===== src/rtl/pdp1_sb_pkg.sv =====
`default_nettype none
// +----------------------------------------------------------------------+
// | pdp1_sb_pkg                                                          |
// | Shared types and constants for the PDP-1 sequence-break controller:  |
// | FSM state encoding, break-cycle codes, default vector base and the   |
// | width of a channel index.                                            |
// | Revision: 1.0                                                        |
// +----------------------------------------------------------------------+
package pdp1_sb_pkg;

  localparam int CHAN_W = 4;

  localparam logic [11:0] BRK_BASE_DEFAULT = 12'o0100;

  // Break-cycle codes as driven on {bc1, bc2}.
  localparam logic [1:0] BC_NONE = 2'b00;
  localparam logic [1:0] BC_1    = 2'b01;
  localparam logic [1:0] BC_2    = 2'b10;
  localparam logic [1:0] BC_3    = 2'b11;

  typedef enum logic [2:0] {
    SB_IDLE = 3'd0,
    SB_PEND = 3'd1,
    SB_BC1  = 3'd2,
    SB_BC2  = 3'd3,
    SB_BC3  = 3'd4
  } sb_state_e;

endpackage : pdp1_sb_pkg
`default_nettype wire


===== src/rtl/pdp1_sb_prienc.sv =====
`default_nettype none
// +----------------------------------------------------------------------+
// | pdp1_sb_prienc                                                       |
// | Combinational find-first-set. Bit 0 is the highest priority.         |
// | Ports:                                                               |
// |   req   in  W       request vector                                   |
// |   valid out 1       any bit of req set                               |
// |   idx   out CHAN_W  index of the lowest set bit (0 when none)        |
// | Revision: 1.0                                                        |
// +----------------------------------------------------------------------+
module pdp1_sb_prienc
  import pdp1_sb_pkg::*;
#(
  parameter int W = 16
) (
  input  logic [W-1:0]      req,
  output logic              valid,
  output logic [CHAN_W-1:0] idx
);

  // Scan from the lowest-priority end so the last hit is the winner.
  always_comb begin
    valid = 1'b0;
    idx   = '0;
    for (int i = W - 1; i >= 0; i--) begin
      if (req[i]) begin
        valid = 1'b1;
        idx   = CHAN_W'(i);
      end
    end
  end

endmodule : pdp1_sb_prienc
`default_nettype wire


===== src/rtl/pdp1_seqbrk.sv =====
`default_nettype none
// +----------------------------------------------------------------------+
// | pdp1_seqbrk                                                          |
// | PDP-1 sequence-break (interrupt) controller. Latches device break    |
// | requests, masks and prioritises them, raises brk_req at instruction  |
// | end and sequences the three break cycles (store AC, PC, IO+jump).    |
// |                                                                      |
// | Build option: macro PDP1_SBS16_EN selects the NCHAN-channel priority |
// | system; without it a single channel (0) collects all dev_req bits.   |
// |                                                                      |
// | Ports:                                                               |
// |   clk, reset          clock, asynchronous active-high reset          |
// |   dev_req[NCHAN]      asynchronous device request levels             |
// |   iot_esm/lsm         enter / leave sequence-break mode (lsm wins)   |
// |   iot_cbs             clear all held and active channels             |
// |   iot_asc/dsc/isb     enable / disable / software-break iot_chan     |
// |   inst_done, bc_step  CPU timing pulses (tp10)                       |
// |   dismiss             return from break: clear top active channel    |
// |   sbm, brk_req        mode flag, break pending to CPU                |
// |   bc1, bc2            cycle code {bc1,bc2}: 01 BC1, 10 BC2, 11 BC3   |
// |   brk_chan, brk_addr  serviced channel, break-cycle memory address   |
// | Revision: 1.0                                                        |
// +----------------------------------------------------------------------+
module pdp1_seqbrk
  import pdp1_sb_pkg::*;
#(
  parameter int          NCHAN    = 16,
  parameter logic [11:0] BRK_BASE = BRK_BASE_DEFAULT
) (
  input  logic             clk,
  input  logic             reset,
  input  logic [NCHAN-1:0] dev_req,
  input  logic             iot_esm,
  input  logic             iot_lsm,
  input  logic             iot_cbs,
  input  logic             iot_asc,
  input  logic             iot_dsc,
  input  logic             iot_isb,
  input  logic [3:0]       iot_chan,
  input  logic             inst_done,
  input  logic             bc_step,
  input  logic             dismiss,
  output logic             sbm,
  output logic             brk_req,
  output logic             bc1,
  output logic             bc2,
  output logic [3:0]       brk_chan,
  output logic [11:0]      brk_addr
);

`ifdef PDP1_SBS16_EN
  localparam int NCH = NCHAN;
`else
  localparam int NCH = 1;
`endif

  logic [NCH-1:0]    req_in;
  logic [NCH-1:0]    sync1_q, sync1_d;
  logic [NCH-1:0]    sync2_q, sync2_d;
  logic [NCH-1:0]    prev_q, prev_d;
  logic [NCH-1:0]    held_q, held_d;
  logic [NCH-1:0]    active_q, active_d;
  logic [NCH-1:0]    en_vec;
  logic              sbm_q, sbm_d;
  sb_state_e         state_q, state_d;
  logic [CHAN_W-1:0] chan_q, chan_d;

  logic [NCH-1:0]    rise;
  logic [NCH-1:0]    set_vec;
  logic [NCH-1:0]    hp_ok;
  logic [NCH-1:0]    eligible;
  logic [NCH-1:0]    chan_oh;
  logic [NCH-1:0]    dis_oh;
  logic              chan_elig;
  logic              seq_done;
  logic              grant_valid;
  logic [CHAN_W-1:0] grant_idx;
  logic              dis_valid;
  logic [CHAN_W-1:0] dis_idx;
  logic [1:0]        bc_off;

  // ------------------------------------------------------------------
  // Request input, enable mask and software-break set vector
  // ------------------------------------------------------------------
`ifdef PDP1_SBS16_EN
  logic [NCH-1:0] enable_q, enable_d;

  always_comb begin
    req_in   = dev_req;
    enable_d = enable_q;
    for (int i = 0; i < NCH; i++) begin
      // dsc is applied after asc so it wins on a shared channel.
      if (iot_asc && (iot_chan == CHAN_W'(i))) enable_d[i] = 1'b1;
      if (iot_dsc && (iot_chan == CHAN_W'(i))) enable_d[i] = 1'b0;
      set_vec[i] = rise[i] | (iot_isb & (iot_chan == CHAN_W'(i)));
    end
    en_vec = enable_q;
  end

  always_ff @(posedge clk or posedge reset) begin
    if (reset) enable_q <= '0;
    else       enable_q <= enable_d;
  end
`else
  logic unused_ok;

  // Single channel: every device shares channel 0, which is always enabled.
  // ORing before the synchroniser is safe because the result is a level.
  always_comb begin
    req_in    = |dev_req;
    en_vec    = '1;
    set_vec   = rise | iot_isb;
    unused_ok = ^{iot_asc, iot_dsc, iot_chan, BRK_BASE};
  end
`endif

  // ------------------------------------------------------------------
  // Synchroniser, edge detect, priority masking
  // ------------------------------------------------------------------
  always_comb begin
    logic acc;
    sync1_d = req_in;
    sync2_d = sync1_q;
    prev_d  = sync2_q;
    rise    = sync2_q & ~prev_q;

    // A channel may break only if no active channel at or above its own
    // priority exists; this also blocks re-entry of an active channel.
    acc = 1'b0;
    for (int i = 0; i < NCH; i++) begin
      acc      = acc | active_q[i];
      hp_ok[i] = ~acc;
      chan_oh[i] = (chan_q == CHAN_W'(i));
      dis_oh[i]  = (dis_idx == CHAN_W'(i));
    end
    eligible  = held_q & en_vec & {NCH{sbm_q}} & hp_ok;
    chan_elig = |(eligible & chan_oh);
  end

  pdp1_sb_prienc #(.W(NCH)) u_grant_enc (
    .req   (eligible),
    .valid (grant_valid),
    .idx   (grant_idx)
  );

  pdp1_sb_prienc #(.W(NCH)) u_dismiss_enc (
    .req   (active_q),
    .valid (dis_valid),
    .idx   (dis_idx)
  );

  // ------------------------------------------------------------------
  // Break FSM
  // ------------------------------------------------------------------
  always_comb begin
    state_d  = state_q;
    chan_d   = chan_q;
    seq_done = 1'b0;
    case (state_q)
      SB_IDLE: begin
        if (grant_valid) begin
          state_d = SB_PEND;
          chan_d  = grant_idx;
        end
      end
      SB_PEND: begin
        // Losing eligibility (lsm, cbs, dsc) withdraws the request even
        // if inst_done arrives in the same cycle.
        if (!chan_elig)     state_d = SB_IDLE;
        else if (inst_done) state_d = SB_BC1;
      end
      SB_BC1:  if (bc_step) state_d = SB_BC2;
      SB_BC2:  if (bc_step) state_d = SB_BC3;
      SB_BC3: begin
        if (bc_step) begin
          state_d  = SB_IDLE;
          seq_done = 1'b1;
        end
      end
      default: state_d = SB_IDLE;
    endcase
  end

  // ------------------------------------------------------------------
  // Held / active / mode updates (later assignments take priority)
  // ------------------------------------------------------------------
  always_comb begin
    held_d = held_q;
    if (seq_done) held_d = held_d & ~chan_oh;
    held_d = held_d | set_vec;
    if (iot_cbs) held_d = '0;

    active_d = active_q;
    if (dismiss && dis_valid) active_d = active_d & ~dis_oh;
    if (seq_done)             active_d = active_d | chan_oh;
    if (iot_cbs)              active_d = '0;

    sbm_d = sbm_q;
    if (iot_esm) sbm_d = 1'b1;
    if (iot_lsm) sbm_d = 1'b0;
  end

  always_ff @(posedge clk or posedge reset) begin
    if (reset) begin
      sync1_q  <= '0;
      sync2_q  <= '0;
      prev_q   <= '0;
      held_q   <= '0;
      active_q <= '0;
      sbm_q    <= 1'b0;
      state_q  <= SB_IDLE;
      chan_q   <= '0;
    end else begin
      sync1_q  <= sync1_d;
      sync2_q  <= sync2_d;
      prev_q   <= prev_d;
      held_q   <= held_d;
      active_q <= active_d;
      sbm_q    <= sbm_d;
      state_q  <= state_d;
      chan_q   <= chan_d;
    end
  end

  // ------------------------------------------------------------------
  // Outputs
  // ------------------------------------------------------------------
  always_comb begin
    sbm      = sbm_q;
    brk_req  = (state_q == SB_PEND);
    brk_chan = chan_q;
    bc_off   = 2'd0;
    {bc1, bc2} = BC_NONE;
    case (state_q)
      SB_BC1: begin {bc1, bc2} = BC_1; bc_off = 2'd0; end
      SB_BC2: begin {bc1, bc2} = BC_2; bc_off = 2'd1; end
      SB_BC3: begin {bc1, bc2} = BC_3; bc_off = 2'd2; end
      default: ;
    endcase
    brk_addr = 12'd0;
    if ({bc1, bc2} != BC_NONE) begin
`ifdef PDP1_SBS16_EN
      brk_addr = BRK_BASE + 12'({chan_q, 2'b00}) + 12'(bc_off);
`else
      brk_addr = 12'(bc_off);
`endif
    end
  end

endmodule : pdp1_seqbrk
`default_nettype wire


===== config.mk =====
export PLATFORM = sky130hd
export DESIGN_NAME = pdp1_seqbrk
export DESIGN_NICKNAME = d
export VERILOG_FILES = /design/src/rtl/pdp1_sb_pkg.sv /design/src/rtl/pdp1_sb_prienc.sv /design/src/rtl/pdp1_seqbrk.sv
export SDC_FILE = /design/constraint.sdc
export NUM_CORES = 1
export LEC_CHECK = 0
export BUFFER_PORTS_ARGS = -buffer_cell sky130_fd_sc_hd__buf_4
export CORE_MARGIN = 2
export CORE_UTILIZATION = 38
export CTS_CLUSTER_SIZE = 20
export DETAILED_ROUTE_END_ITERATION = 12
export GPL_ROUTABILITY_DRIVEN = 1
export MAX_ROUTING_LAYER = met4
export PLACE_DENSITY = 0.83
export SYNTH_ARGS = -nofsm -noshare
export SYNTH_HDL_FRONTEND = slang
export SYNTH_SLANG_ARGS = --single-unit

===== constraint.sdc =====
create_clock -name clk -period 2.2 [get_ports clk]
set_input_delay 0.66 -clock clk [delete_from_list [all_inputs] [get_ports clk]]
set_output_delay 0.66 -clock clk [all_outputs]
set_load 0.005 [all_outputs]

==> run summary <==
================================================================================
Clock sink count                                                               9
Startpoint class of the critical path                                       flop
Top library cells by usage in the layout, fill and taps aside       buf_4, conb_1, dfrtp_1
Post-synthesis cell type count                                                21
Combined area of all synthesized cells                                 551.8 µm²
Number of antenna violations at the first check in global routing              0
Clock network fraction of total power                                      28.5%
Class of the tightest hold or removal check                         input port to async pin
Die Width                                                               42.11 µm
TritonRoute pass-1 iters                                                       3
Clock buffer count from CTS                                                    3
Worst slack at placement                                               0.5435 ns
Count of pins on the block boundary                                           51
Pin count of the biggest net entering global routing                          10
Via count normalized by instance count                                     4.547
Total setup violations reported at the end of the flow                         0
Total count of max-transition violations in the final report                   0
Vias in the first global route                                               443
Worst skew pair latency                                                  0.26 ns
Synthesis Warnings                                                             0
Combinational share of power                                               27.2%
CTS resizes                                                                    0
Maximum clock path buffer count                                                2
Wire length of the first global-routing pass                             1697 µm
Post-CTS Hold Buffers                                                          0
Worst hold slack after final layout                                    0.3482 ns
Number of buffers inserted by port buffering                                  30
Critical Setup Path Class                                           flop to output pin
N_diodes                                                                       0
DRT antenna net count                                                          0
Leakage                                                                0.4054 nW
Post-detailed-route wirelength per cell                                 9.717 µm
Peak ir drop on the vdd network                                        0.3175 mV
Ratio of cells with drive above 1 in the final layout                     38.46%
# Post-CTS Setup Buffers                                                       0
Number of placed instances, taps included                                    102
DIE AREA                                                                1773 µm²
Run status                                                          finished clean
Site row count                                                                13
H-tree levels                                                                  1
Final hold violation count                                                     0
Worst path arrival time                                                  1.27 ns
Worst-path fanout max                                                          6
Overall fraction of global-route tracks in use                            14.01%
Clock-pin slew on the worst setup and hold paths                         0.06 ns
RD Place Congestion                                                       0.7845
Cell-internal power                                                  0.0003251 W
Post-Synthesis Mean Instance Area                                      9.352 µm²
Switch Pwr                                                           0.0001242 W
Power density of the placed cells                                   595.5 nW/µm²
Number of design rule violations left after detail routing                     0
Area of the core                                                        1334 µm²
Most common cell after layout, fill and taps aside                         buf_4
Final period demand of the worst path                                   1.935 ns
Layout Area Growth over Synthesis                                         36.73%
Sw Share                                                                  27.63%
Share of power burned in registers                                         44.4%
Required time reported for the critical path endpoint                    1.54 ns
Total congestion overflow after global routing                                 0
Worst Skew                                                           0.004378 ns
Number of standard cells in the final layout excluding fillers               106
Sum Neg Setup Slack                                                         0 ns
Via count                                                                    482
Initial Util                                                              41.37%
Flip-flop and latch count after synthesis                                      9
Number of cells produced by synthesis                                         59
Power Total                                                          0.0004493 W
Number of maximum-capacitance constraint violations                            0
Final worst-path setup slack                                           0.2653 ns
Unrepaired setup endpoints after global routing                            false
Violation count after the first detailed-routing iteration                     3
Fin nets                                                                     123
Clock tree from TritonCTS                                                    yes
Final Cycle Share                                                         87.94%
Critical Path Sink Type                                               output pin
HPWL reported at the end of detailed placement                          861.3 µm
Achievable frequency                                                   516.9 MHz
Die height                                                              42.11 µm
Sequential fraction of the synthesis area                                 40.82%
Post-Route WL                                                            1030 µm
Clock root buffer master                                                clkbuf_4
================================================================================
==> flip-flops by register name, indices dropped and copies added, names as in the netlist <==
name and cells:
sbm 1, prev_d 1, active_q 1, sync1_q 1, held_q 1, state_q 3, prev_q 1
==> layer usage <==
metal	track usage, %	share of wire, %	up-vias
met4	7.500	2.1	0
li1	-	-	231
met1	12.60	34	213
met5	-	0	-
met3	7.759	15	4
met2	23.44	49	34
==> path summary, 6_finish.rpt <==
path / start / to / slack, ns / cells after the start
setup / recovery: state_q[1] / bc1 / 0.27 / 4
hold / removal: reset / held_q / 0.35 / 2
setup reg to reg: state_q[0] / held_q / 1.06 / 3
hold reg to reg: sync1_q / prev_d / 0.36 / 0
max in group asynchronous: reset / sync1_q / 1.61 / 2
min in group clk: sync1_q / prev_d / 0.36 / 0
==> layout make-up <==
class                   instances  area, µm²
inverters                       4      15.01
fillers                       133      579.3
multi-input cells              44      244.0
flip-flops and latches          9      225.2
repair buffers                 30      225.2
well taps                      15      18.77
clock buffers                   4      26.28
==> worst max-delay path: stages, from the launching register on <==
cell and delay, ns:
dfrtp_1 0.43, nand2b_1 0.17, or2_1 0.24, nand2_1 0.08, buf_4 0.10
==> power by group through the flow <==
stage               Sequential [W]  Clock, W  Combinational, W
global placement          0.000202         0          0.000120
detailed placement        0.000203         0          0.000123
floorplan                 0.000193         0         0.0000919
global route              0.000201  0.000142          0.000137
CTS                       0.000200  0.000135          0.000123
finish                    0.000199  0.000128          0.000122
==> kinds of logic after synthesis <==
group / count (synthesis) / synth area share (%)
AOI/OAI and AO/OA: 5 / 7.028
and+or+nand+nor: 23 / 24.26
buffers and inverters: 19 / 23.81
muxes: 1 / 1.814
DFF: 9 / 40.82
other: 1 / 0.6796
xor gates and xnor gates: 1 / 1.588
==> cell usage after synthesis, drive strengths merged <==
library cell	instances	area, µm²
a221oi	1	15.01
nand4	1	6.260
nand4bb	1	11.26
xnor2	1	8.760
nor2	4	15.01
nand2	6	22.52
a31o	1	8.760
dfrtp	9	225.2
o21ai	1	5.000
a21oi	2	10.01
or2	1	6.260
mux2i	1	10.01
nor3b	1	7.510
nor2b	1	6.260
nor4b	1	15.01
nor4	4	25.02
conb	1	3.750
nand2b	3	18.77
buf	15	116.4
inv	4	15.01
==> stage by stage <==
step / util [%] / cell area [µm²]
after floorplan: - / 600.6
after global placement: 54.60 / 728.2
after detailed placement: 54.60 / 728.2
after CTS: 56.57 / 754.5
after global routing: 56.57 / 754.5
final: 56.57 / 754.5
No activity file was read; power rests on OpenSTA's default activity.
